### src/rtl/mul_pkg.sv
// rtl/mul_pkg.sv - shared opcodes, FSM state type and operand-sign helpers for mul_sign_wrapper
package mul_pkg;

  localparam logic [1:0] OP_MUL    = 2'b00;
  localparam logic [1:0] OP_MULH   = 2'b01;
  localparam logic [1:0] OP_MULHSU = 2'b10;
  localparam logic [1:0] OP_MULHU  = 2'b11;

  typedef enum logic [2:0] {
    ST_IDLE,
    ST_ABS,
    ST_START,
    ST_WAIT,
    ST_FIX,
    ST_DONE,
    ST_DRAIN
  } state_t;

  // rs1 is signed for MULH and MULHSU; rs2 only for MULH. MULW works on zero-extended halves.
  function automatic logic a_is_signed(input logic [1:0] op, input logic word);
    return !word && (op == OP_MULH || op == OP_MULHSU);
  endfunction

  function automatic logic b_is_signed(input logic [1:0] op, input logic word);
    return !word && (op == OP_MULH);
  endfunction

endpackage

### src/rtl/twos_negate.sv
// rtl/twos_negate.sv - two's complement negation (~x + 1) of a Width-bit value
module twos_negate #(
  parameter int Width = 64
) (
  input  logic [Width-1:0] x,
  output logic [Width-1:0] y
);

  assign y = ~x + Width'(1);

endmodule

### src/rtl/mul_sign_wrapper.sv
// rtl/mul_sign_wrapper.sv - RV64M signed front/back end around the unsigned 64x64->128 multiplier core
module mul_sign_wrapper
  import mul_pkg::*;
#(
  parameter int XLEN = 64
) (
  input  logic              clk,
  input  logic              rst_n,
  input  logic              valid_i,
  output logic              ready_o,
  input  logic [1:0]        op_i,
  input  logic              word_i,
  input  logic [XLEN-1:0]   a_i,
  input  logic [XLEN-1:0]   b_i,
  input  logic              flush_i,
  output logic              mul_start,
  output logic [XLEN-1:0]   mul_a,
  output logic [XLEN-1:0]   mul_b,
  input  logic              mul_done,
  input  logic [2*XLEN-1:0] mul_s,
  output logic              valid_o,
  input  logic              ready_i,
  output logic [XLEN-1:0]   res_o
);

  localparam int Half = XLEN / 2;

  state_t              state;
  logic [1:0]          op_q;
  logic                word_q;
  logic [XLEN-1:0]     a_q;
  logic [XLEN-1:0]     b_q;
  logic                neg_p;
  logic [2*XLEN-1:0]   p_q;

  logic                neg_a;
  logic                neg_b;
  logic [XLEN-1:0]     a_neg;
  logic [XLEN-1:0]     b_neg;
  logic [2*XLEN-1:0]   s_neg;
  logic [XLEN-1:0]     mag_a;
  logic [XLEN-1:0]     mag_b;
  logic [XLEN-1:0]     res_sel;

  twos_negate #(.Width(XLEN)) u_neg_a (
    .x (a_q),
    .y (a_neg)
  );

  twos_negate #(.Width(XLEN)) u_neg_b (
    .x (b_q),
    .y (b_neg)
  );

  twos_negate #(.Width(2*XLEN)) u_neg_p (
    .x (mul_s),
    .y (s_neg)
  );

  assign neg_a = a_q[XLEN-1] & a_is_signed(op_q, word_q);
  assign neg_b = b_q[XLEN-1] & b_is_signed(op_q, word_q);

  // The most negative value negates to itself, which is exactly its unsigned magnitude 2^(XLEN-1).
  always_comb begin
    mag_a = neg_a ? a_neg : a_q;
    mag_b = neg_b ? b_neg : b_q;
    if (word_q) begin
      mag_a = {{Half{1'b0}}, a_q[Half-1:0]};
      mag_b = {{Half{1'b0}}, b_q[Half-1:0]};
    end
  end

  always_comb begin
    res_sel = p_q[XLEN-1:0];
    if (word_q) begin
      res_sel = {{Half{p_q[Half-1]}}, p_q[Half-1:0]};
    end else if (op_q != OP_MUL) begin
      res_sel = p_q[2*XLEN-1:XLEN];
    end
  end

  always_ff @(posedge clk) begin
    if (!rst_n) begin
      state  <= ST_IDLE;
      op_q   <= OP_MUL;
      word_q <= 1'b0;
      a_q    <= '0;
      b_q    <= '0;
      neg_p  <= 1'b0;
      p_q    <= '0;
      mul_a  <= '0;
      mul_b  <= '0;
      res_o  <= '0;
    end else begin
      case (state)
        ST_IDLE: begin
          if (valid_i) begin
            op_q   <= op_i;
            word_q <= word_i;
            a_q    <= a_i;
            b_q    <= b_i;
            state  <= ST_ABS;
          end
        end
        ST_ABS: begin
          if (flush_i) begin
            state <= ST_IDLE;
          end else begin
            mul_a <= mag_a;
            mul_b <= mag_b;
            neg_p <= neg_a ^ neg_b;
            state <= ST_START;
          end
        end
        ST_START: begin
          state <= flush_i ? ST_IDLE : ST_WAIT;
        end
        ST_WAIT: begin
          // A flush that coincides with completion has nothing left to drain.
          if (flush_i && mul_done) begin
            state <= ST_IDLE;
          end else if (flush_i) begin
            state <= ST_DRAIN;
          end else if (mul_done) begin
            p_q   <= neg_p ? s_neg : mul_s;
            state <= ST_FIX;
          end
        end
        ST_FIX: begin
          if (flush_i) begin
            state <= ST_IDLE;
          end else begin
            res_o <= res_sel;
            state <= ST_DONE;
          end
        end
        ST_DONE: begin
          if (flush_i || ready_i) begin
            state <= ST_IDLE;
          end
        end
        ST_DRAIN: begin
          if (mul_done) begin
            state <= ST_IDLE;
          end
        end
        default: state <= ST_IDLE;
      endcase
    end
  end

  assign ready_o   = (state == ST_IDLE);
  assign valid_o   = (state == ST_DONE);
  assign mul_start = (state == ST_START);

endmodule

### config.mk
export PLATFORM = sky130hd
export DESIGN_NAME = mul_sign_wrapper
export DESIGN_NICKNAME = d
export VERILOG_FILES = /design/src/rtl/mul_pkg.sv /design/src/rtl/twos_negate.sv /design/src/rtl/mul_sign_wrapper.sv
export SDC_FILE = /design/constraint.sdc
export NUM_CORES = 1
export LEC_CHECK = 0
export BUFFER_PORTS_ARGS = -buffer_cell sky130_fd_sc_hd__buf_2
export CELL_PAD_IN_SITES_DETAIL_PLACEMENT = 1
export CELL_PAD_IN_SITES_GLOBAL_PLACEMENT = 1
export CORE_MARGIN = 2
export CORE_UTILIZATION = 40
export DETAILED_ROUTE_END_ITERATION = 16
export PLACE_DENSITY = 0.86
export SLEW_MARGIN = 20
export SYNTH_ARGS = -nofsm -noshare
export SYNTH_HDL_FRONTEND = slang
export SYNTH_SLANG_ARGS = --single-unit
### constraint.sdc
create_clock -name clk -period 2.9 [get_ports clk]
set_input_delay 0.145 -clock clk [delete_from_list [all_inputs] [get_ports clk]]
set_output_delay 0.145 -clock clk [all_outputs]
set_load 0.1 [all_outputs]
==> impl_metrics.csv, run 1 <==
group,metric,value,unit
status,status,"finished with violations",
status,violations,"negative setup slack",
synthesis,synthDistinctLibCells,66,
grt,grt_max_degree,104,
sta,hold_viol,0,
detailed_routing,wl_per_cell,26.7,µm
synthesis,synth_ff_type,"dfxtp_1",
grt,grt.total_usage,0.392,
detailed_routing,drc_errors,0,
sta,maxSlewViolCount,0,
sta,max_slew.worst_pin.slew,1080,ps
setup_path,cp_slowest_cell,"or4_1",
clock_tree,cts_tree,"yes",
power_and_ir_drop,total_power,0.0173,W
setup_path,crit_fanout,5,
sta,fin_crit_sh,1.01,
setup_path,crit_arrival,3410,ps
grt,antenna_found_initial,11,
synthesis,yosysSeqAreaShare,0.405,
sta,tns,-72.4,ps
synthesis,ys_ff_latch,455,
synthesis,synthAdderAreaFrac,0.00278,
finish,fin_util,0.556,
job,maxCapViolCount,0,
sta,setup_viol,3,
detailed_routing,wirelength,118000,µm
setup_path,worstSetupPathType,"flip-flop to flip-flop",
power_and_ir_drop,ir_drop,0.587,mV
detailed_routing,dr.max_layer_used,"met5",
synthesis,synth_fp_nets,3159,
synthesis,synthMuxAreaShare,0.0253,
grt,grt_pass1_wl,175000,µm
clock_tree,clock-sinks,455,
synthesis,synth_simple_gate_area_share,0.232,
floorplanning,ios,460,
floorplanning,dieArea,58200,µm²
synthesis,synth_top_family_by_area,"simple AND/OR/NAND/NOR gates",
floorplanning,die_height,241,µm
detailed_routing,dr_wl_met2,57100,µm
floorplanning,initial_core_util,0.406,
detailed_routing,drt_pass1_iterations,5,
synthesis,async_reset_ff_frac,0,
sta,slew_headroom,0.276,
finish,layout_commonest_cell,"nand2_1",
synthesis,synth_compound_area_frac,0.215,
grt,grt_pass1_vias,28874,
synthesis,synth.top_cells.by_area,"dfxtp_1 (40%), nand2_1 (8.6%), a21oi_1 (6.5%)",
sta,min_period,2930,ps
power_and_ir_drop,p_per_area,562,nW/µm²
synthesis,synth_edf_count,0,
synthesis,synth_area_per_cell,7.79,µm²
detailed_routing,via_per_inst,6.14,
clock_tree,cts_buffers,50,
placement,gp_congestion,0.984,
finish,final_cell_mix,"nand2_1 (512), buf_2 (459), dfxtp_1 (453)",
floorplanning,num_rows,86,
clock_tree,h-tree-depth,2,
synthesis,syn_area,22500,µm²
detailed_routing,initialDrtViolationCount,2278,
floorplanning,die_w,241,µm
setup_path,slowest_delay,660,ps
synthesis,synthXorXnorAreaFrac,0.0809,
clock_tree,path_clk_slew,70,ps
clock_tree,clkLatencyLatePin,650,ps
finish,drive_gt1_frac,0.226,
synthesis,synth_top_area_frac,0.405,
worst_hold_path,hold_class,"input port to flip-flop",
sta,worst_slack,-30.6,ps
clock_tree,root_buffer,"clkbuf_16",
setup_path,start_kind,"flip-flop",
finish,fin_cells,4418,
finish,final_nets,3886,
clock_tree,cts_buffer_depth,3,
setup_path,crit_required,3380,ps
placement,dp_hpwl,71800,µm
setup_path,crit_top_cell,"buf_4",
detailed_routing,ant_nets,0,
setup_path,critPathCaptureType,"flip-flop",
detailed_routing,num_vias,27121,
synthesis,synthCells,2889,
detailed_routing,wl_met3,10000,µm
placement,portBuffers,459,
synthesis,yosysTopAreaCell,"dfxtp_1",
sta,max_freq,341,MHz
power_and_ir_drop,p_leak,11.8,nW
floorplanning,coreArea,55400,µm²
sta,finClkSkew,33.4,ps
placement,placedCellCount,4060,
synthesis,yosysWarnings,0,
detailed_routing,met1_length,43600,µm
setup_path,crit_chain,"or4_1 -> nor3_4 -> nand4_1 -> buf_4 -> nor4_2 -> buf_4 -> a31oi_1 -> xnor2_1 -> o21ai_0",
finish,areaGrowthSynthToFinish,36.9,%
grt,grt_overflow,0,
-- cell families (layout without fill, tap and decap cells) --
kind of cell | Yosys count | count (layout)
buffers and inverters | 236 | 1000
multiplexers | 53 | 53
AO/OA/AOI/OAI | 809 | 809
XOR/XNOR | 208 | 208
flip-flops | 455 | 455
other | 0 | 17
AND/OR/NAND/NOR | 1123 | 1123
adder cells (fa/ha/maj) | 5 | 5
-- synth_stat cells, drive strengths merged, types with 2 or more instances --
cell	number
a211oi	67
a21o	2
a21oi	294
a311oi	45
a31oi	23
a32oi	2
a41oi	4
and2	5
and3	39
and4b	5
buf	11
clkbuf	201
dfxtp	455
ha	5
inv	24
mux2	32
mux2i	21
nand2	514
nand2b	20
nand3	31
nand3b	7
nand4	18
nand4b	5
nor2	234
nor2b	5
nor3	74
nor3b	3
nor4	51
o211a	2
o211ai	34
o21a	2
o21ai	238
o22ai	21
o31ai	36
o41a	2
o41ai	30
or2	10
or3	50
or3b	2
or4	48
xnor2	75
xor2	133
-- critical path, delay by kind of cell (launching register included) --
kind	cells	cell delay, ps
AND/OR/NAND/NOR	4	1480
flip-flops	1	350
XOR/XNOR	1	280
buffers and inverters	2	420
AO/OA/AOI/OAI	2	270
-- sequential cells by signal (all words and copies together) (netlist names) --
name    cells
op_q        2
b_q        64
a_q        64
res_o      64
mul_a      64
mul_b      64
state       3
neg_p       1
p_q       128
word_q      1
-- per-stage QoR --
stage               hold slack [ps]  setup slack (ps)  instance area (µm²)
floorplan                       281               283                22500
global placement                389              -130                26400
detailed placement              394              -194                26400
CTS                            1.26              13.0                30600
global route                   61.6              -104                30800
finish                         28.3             -30.6                30800
-- per-layer routing --
layer | GRT usage | vias up
li1 | - | 11743
met1 | 0.446 | 13306
met2 | 0.681 | 1574
met3 | 0.0817 | 488
met4 | 0.227 | 10
met5 | 0 | -
-- worst paths after layout --
path,slack [ps],cells after the start,from,endpoint
min reg2reg,450,2,res_o[53],res_o[53]
min,30,4,mul_s[58],p_q[58]
max,-30,9,b_q[6],mul_b[61]
max reg2reg,-30,9,b_q[6],mul_b[61]
-- area by class of cell --
type	instances	area [µm²]
Antenna cell	17	42.5
Sequential cell	455	9110
Tap cell	748	936
Multi-Input combinational cell	2198	12700
Clock buffer	69	1450
Inverter	24	97.6
Clock inverter	20	231
Fill cell	6648	24600
Timing Repair Buffer	887	6220
-- power breakdown --
part	leakage (nW)	switching (W)	internal, W
clock	0.833	0.00305	0.00379
sequential	3.69	0.000305	0.00652
combinational	7.31	0.00255	0.00110
total	11.8	0.00590	0.0114
-- timing repair --
item / in CTS / in global routing
setup buffers: 0 / 6
gates resized for setup: 1 / 37
hold endpoints to repair: 237 / 0
hold buffers: 246 / 0
setup endpoints to repair: 2 / 65
pin swaps: 0 / 4
(Power assumes the default switching activity.)
==> run 2, diff against run 1 <==
--- a/config.mk
+++ b/config.mk
@@ -9,9 +9,9 @@
 export CELL_PAD_IN_SITES_DETAIL_PLACEMENT = 1
 export CELL_PAD_IN_SITES_GLOBAL_PLACEMENT = 1
 export CORE_MARGIN = 2
-export CORE_UTILIZATION = 40
+export CORE_UTILIZATION = 35
 export DETAILED_ROUTE_END_ITERATION = 16
-export PLACE_DENSITY = 0.86
+export PLACE_DENSITY = 0.77
 export SLEW_MARGIN = 20
 export SYNTH_ARGS = -nofsm -noshare
 export SYNTH_HDL_FRONTEND = slang
==> run 2 against run 1 <==
  * The run still ends with negative setup slack left
  * Setup slack better by 16 ps
  * Critical endpoint is now p_q[125]
  * Cell count grew 2.1%
  * Sequential share of layout area fell by 0.25 points
  * Register-to-register slack gained 200 ps
==> impl_metrics.csv, run 2 (synthesis results as in run 1) <==
group,metric,value,unit
detailed_routing,via_per_inst,5.65,
sta,max_freq,343,MHz
grt,grt_pass1_wl,162000,µm
sta,hold_viol,0,
finish,fin_util,0.491,
finish,final_cell_mix,"nand2_1 (511), buf_2 (459), dfxtp_1 (453)",
floorplanning,die_height,258,µm
setup_path,crit_arrival,3420,ps
grt,grt_pass1_vias,26999,
floorplanning,dieArea,66400,µm²
clock_tree,cts_buffer_depth,3,
detailed_routing,drt_pass1_iterations,5,
sta,min_period,2910,ps
clock_tree,h-tree-depth,2,
floorplanning,num_rows,92,
clock_tree,path_clk_slew,60,ps
detailed_routing,wl_per_cell,23.6,µm
placement,dp_hpwl,69300,µm
power_and_ir_drop,ir_drop,0.484,mV
finish,drive_gt1_frac,0.219,
grt,grt_overflow,0,
floorplanning,initial_core_util,0.356,
power_and_ir_drop,clkPwrFrac,0.411,
setup_path,worstSetupStartpoint,"mul_s[96]",
placement,place_ws,-151,ps
sta,fin_crit_sh,1.01,
power_and_ir_drop,total_power,0.0174,W
placement,portBuffers,459,
setup_path,start_kind,"input port",
finish,regMostFlops,"p_q",
setup_path,worstSetupPathType,"input port to flip-flop",
setup_path,crit_chain,"dlygate4sd3_1 -> buf_2 -> or3_1 -> nand4b_1 -> or3_4 -> nor2_1 -> nand4_1 -> nor3_2 -> a311oi_2 -> dlygate4sd3_1",
setup_path,r2r-start,"a_q[19]",
sta,rsz0062_at_grt,"true",
clock_tree,cts_tree,"yes",
setup_path,cp_slowest_cell,"dlygate4sd3_1",
sta,slew_headroom,0.256,
finish,nFillCells,7685,
detailed_routing,initialDrtViolationCount,1894,
finish,areaGrowthSynthToFinish,38.1,%
setup_path,crit_top_cell,"dlygate4sd3_1",
sta,finalHoldWorstSlack,25.9,ps
status,status,"finished with violations",
power_and_ir_drop,p_leak,11.9,nW
power_and_ir_drop,switchingPower,0.00561,W
finish,layout_commonest_cell,"nand2_1",
floorplanning,coreArea,63300,µm²
detailed_routing,wirelength,107000,µm
setup_path,slowest_delay,590,ps
status,violations,"negative setup slack",
finish,largest_reg_flops,128,
worst_hold_path,worstHoldStart,"mul_s[108]",
finish,final_nets,3888,
worst_hold_path,hold_class,"input port to flip-flop",
setup_path,crit_required,3410,ps
floorplanning,ios,460,
job,maxCapViolCount,0,
power_and_ir_drop,p_per_area,561,nW/µm²
clock_tree,cts_buffers,54,
power_and_ir_drop,p_int,0.0118,W
setup_path,critPathCaptureType,"flip-flop",
grt,grt_max_degree,97,
finish,final_cell_area,31100,µm²
sta,maxSlewViolCount,0,
power_and_ir_drop,power_frac_seq,0.390,
detailed_routing,drc_errors,0,
placement,gp_congestion,0.984,
setup_path,crit_fanout,4,
clock_tree,root_buffer,"clkbuf_16",
placement,place_area,26400,µm²
sta,finClkSkew,22.9,ps
sta,setup_viol,1,
grt,antenna_found_initial,10,
sta,worst_slack,-14.9,ps
clock_tree,clock-sinks,455,
floorplanning,die_w,258,µm
clock_tree,clkLatencyLatePin,640,ps
grt,grt.total_usage,0.310,
sta,max_slew.worst_pin.slew,1120,ps
detailed_routing,ant_nets,0,
power_and_ir_drop,combinationalPowerShare,0.200,
power_and_ir_drop,switching_share,0.322,
detailed_routing,num_vias,25461,
[run 2: layout make-up]
class | count | area, µm² | area share
Clock buffer | 80 | 1580 | 0.0508
Sequential cell | 455 | 9110 | 0.293
Clock inverter | 13 | 231 | 0.00744
Timing Repair Buffer | 885 | 6260 | 0.201
Inverter | 24 | 97.6 | 0.00314
Multi-Input combinational cell | 2198 | 12700 | 0.410
Antenna cell | 8 | 20.0 | 0.000644
Tap cell | 846 | 1060 | 0.0340
[run 2: worst paths after layout]
kind | to | depth (start not counted) | slack [ps]
worst max-delay path | p_q[125] | 10 | -10
worst min register to register | res_o[59] | 2 | 450
worst max register to register | mul_a[47] | 8 | 170
worst min-delay path | p_q[108] | 4 | 30
[run 2: critical path, delay by kind of cell]
family / cells / cell delay (ps)
compound gates: 1 / 70
buf+inv: 3 / 1360
simple gates: 6 / 1850
[run 2: per-layer routing]
layer  wire length [µm]  share of wire  track usage  up-vias
li1                   -              -            -    11742
met1              41600           0.39        0.359    12480
met2              52800           0.50        0.553      945
met3               6940          0.065       0.0585      282
met4               5100          0.048        0.143       12
met5                 64        0.00060            0        -
[run 2: what timing repair did]
| item | CTS | global route |
|---|---|---|
| hold endpoints to repair | 248 | 0 |
| endpoints found under the setup margin | 0 | 22 |
| hold buffers | 266 | 0 |
| gates resized for setup | 0 | 35 |
| buffers inserted | 0 | 1 |
[run 2: power groups by stage]
stage               registers [W]  logic [W]  clock network (W)
floorplan                 0.00751    0.00136                  0
global placement          0.00690    0.00303                  0
detailed placement        0.00691    0.00308                  0
CTS                       0.00678    0.00339            0.00719
global route              0.00682    0.00371            0.00749
finish                    0.00679    0.00349            0.00716
[run 2: stage by stage]
stage / setup TNS (ps) / instances
5_1_grt: -93.2 / 4502
4_1_cts: 0 / 4500
2_1_floorplan: 0 / 2889
3_3_place_gp: -127 / 4141
6_report: -14.9 / 4509
3_5_place_dp: -489 / 4141
==> run 3, diff against run 2 <==
--- a/config.mk
+++ b/config.mk
@@ -10,6 +10,7 @@
 export CELL_PAD_IN_SITES_GLOBAL_PLACEMENT = 1
 export CORE_MARGIN = 2
 export CORE_UTILIZATION = 35
+export CTS_BUF_LIST = sky130_fd_sc_hd__clkbuf_4 sky130_fd_sc_hd__clkbuf_8 sky130_fd_sc_hd__clkbuf_16
 export DETAILED_ROUTE_END_ITERATION = 16
 export PLACE_DENSITY = 0.77
 export SLEW_MARGIN = 20
==> run 3 against run 2 <==
  * The run still ends with negative setup slack left
  * First-iteration DRC count is 9.7% lower
  * Clock skew is 0.92 ps lower
  * Global-route usage is 0.41 points lower
  * Combinational power hardly changed
  * Routed wire length is 0.99% lower
  * Sequential share of layout area is 0.10 points lower
  * Hold slack hardly changed
  * Power is 0.46% higher
  * Register-to-register slack hardly changed
  * Setup slack worse by 11 ps
==> impl_metrics.csv, run 3 (synthesis results as in run 1) <==
group,metric,value,unit
setup_path,ff2ff_setup_slack,160,ps
clock_tree,clkLatencyLatePin,630,ps
grt,grt_max_degree,97,
clock_tree,path_clk_slew,60,ps
sta,tns,-25.4,ps
power_and_ir_drop,p_leak,12.0,nW
worst_hold_path,worstHoldStart,"mul_s[108]",
finish,fin_cells,4520,
setup_path,crit_arrival,3470,ps
detailed_routing,num_vias,25340,
setup_path,r2r_end,"mul_a[47]",
sta,min_period,2930,ps
setup_path,slowest_delay,600,ps
placement,portBuffers,459,
floorplanning,initial_core_util,0.356,
floorplanning,dieArea,66400,µm²
clock_tree,cts_buffers,54,
floorplanning,die_w,258,µm
detailed_routing,initialDrtViolationCount,1710,
sta,max_slew.worst_pin.slew,1090,ps
finish,layout_commonest_cell,"nand2_1",
setup_path,crit_required,3450,ps
setup_path,start_kind,"input port",
setup_path,cp_slowest_cell,"dlygate4sd3_1",
setup_path,crit_chain,"dlygate4sd3_1 -> buf_2 -> nor3_1 -> and3_1 -> nand2_2 -> or3_1 -> buf_4 -> nor4_2 -> nand3_1 -> dlygate4sd3_1 -> a31oi_1",
power_and_ir_drop,ir_drop,0.461,mV
status,violations,"negative setup slack",
placement,placedCellCount,4141,
clock_tree,cts_buffer_depth,3,
setup_path,r2r-start,"a_q[19]",
sta,maxSlewViolCount,0,
floorplanning,coreArea,63300,µm²
setup_path,path_depth,11,
finish,largest_reg_flops,128,
detailed_routing,drc_errors,0,
setup_path,r2r_cells,8,
setup_path,cp_top_family,"buffers and inverters",
clock_tree,h-tree-depth,2,
sta,setup_viol,1,
detailed_routing,wl_per_cell,23.3,µm
setup_path,worstSetupPathType,"input port to flip-flop",
finish,final_cell_mix,"nand2_1 (511), buf_2 (458), dfxtp_1 (453)",
detailed_routing,ant_nets,0,
floorplanning,num_rows,92,
clock_tree,clock-sinks,455,
grt,grt_pass1_vias,26626,
grt,grt_pass1_wl,160000,µm
sta,finClkSkew,22.0,ps
placement,gp_congestion,0.984,
setup_path,crit_buf_inv,4,
finish,final_nets,3897,
sta,worst_slack,-25.4,ps
placement,place_ws,-151,ps
grt,grt.total_usage,0.306,
finish,regMostFlops,"p_q",
finish,drive_gt1_frac,0.225,
sta,hold_viol,0,
detailed_routing,wirelength,106000,µm
worst_hold_path,hold_class,"input port to flip-flop",
setup_path,worstSetupStartpoint,"mul_s[43]",
power_and_ir_drop,p_per_area,561,nW/µm²
placement,dp_hpwl,69300,µm
status,status,"finished with violations",
grt,antenna_found_initial,14,
finish,fin_util,0.493,
setup_path,crit_fanout,6,
job,maxCapViolCount,0,
sta,max_freq,342,MHz
detailed_routing,drt_pass1_iterations,5,
sta,slew_headroom,0.275,
grt,grt_overflow,0,
setup_path,crit_top_cell,"dlygate4sd3_1",
detailed_routing,via_per_inst,5.61,
power_and_ir_drop,total_power,0.0175,W
setup_path,endpoint,"p_q[103]",
floorplanning,die_height,258,µm
clock_tree,root_buffer,"clkbuf_16",
clock_tree,cts_tree,"yes",
setup_path,critPathCaptureType,"flip-flop",
finish,nFillCells,7663,
floorplanning,ios,460,
finish,areaGrowthSynthToFinish,38.6,%
sta,fin_crit_sh,1.01,
## run 3: cell count changes in the layout (fill, tap and decap cells not counted), moves of 2 or more
cell	before	now
clkbuf_1	13	0
diode_2	8	10
or4_4	9	6
nor4_1	41	39
nor4_2	5	8
or4_1	39	42
clkbuf_4	0	13
buf_4	151	162
## run 3: metrics by stage
stage / hold WS (ps) / instance area, µm²
after global routing: 43.8 / 31200
after global placement: 383 / 26400
after CTS: 5.43 / 30900
after floorplan: 281 / 22500
final: 26.0 / 31200
after detailed placement: 392 / 26400
## run 3: worst min-delay path: stages
cell and delay, ps:
buf_2 130, and3_1 160, a21oi_1 40, o22ai_1 130
## run 3: what timing repair did
| action | 4_1_cts | 5_1_grt |
|---|---|---|
| hold buffers | 266 | 0 |
| hold endpoints to repair | 248 | 0 |
| resized for setup | 0 | 33 |
| setup endpoints to repair | 0 | 17 |
| setup buffers | 0 | 12 |
## run 3: how the worst min path moves through the flow
stage	endpoint	slack (ps)	cells past startpoint
finish	p_q[108]	30	4
global placement	word_q	380	3
global route	p_q[69]	40	4
floorplan	p_q[0]	280	2
CTS	p_q[108]	5	4
detailed placement	b_q[46]	390	3
## run 3: metal layers
metal	global-route usage	share of wire
met1	0.353	0.39
met2	0.543	0.49
met3	0.0606	0.065
met4	0.145	0.051
met5	0	0.00048
## run 3: where the power goes
group	internal, W	switching (W)	total (W)
clock network	0.00432	0.00293	0.00725
logic	0.00110	0.00237	0.00347
registers	0.00652	0.000267	0.00679
## run 3: cell type report
type / count / area, µm² / share of cell area
multi-input cells: 2198 / 12700 / 0.408
flip-flops and latches: 455 / 9110 / 0.292
clock inverters: 13 / 231 / 0.00742
inverters: 24 / 97.6 / 0.00313
well taps: 846 / 1060 / 0.0339
repair buffers: 894 / 6330 / 0.203
clock buffers: 80 / 1630 / 0.0522
diodes: 10 / 25.0 / 0.000802
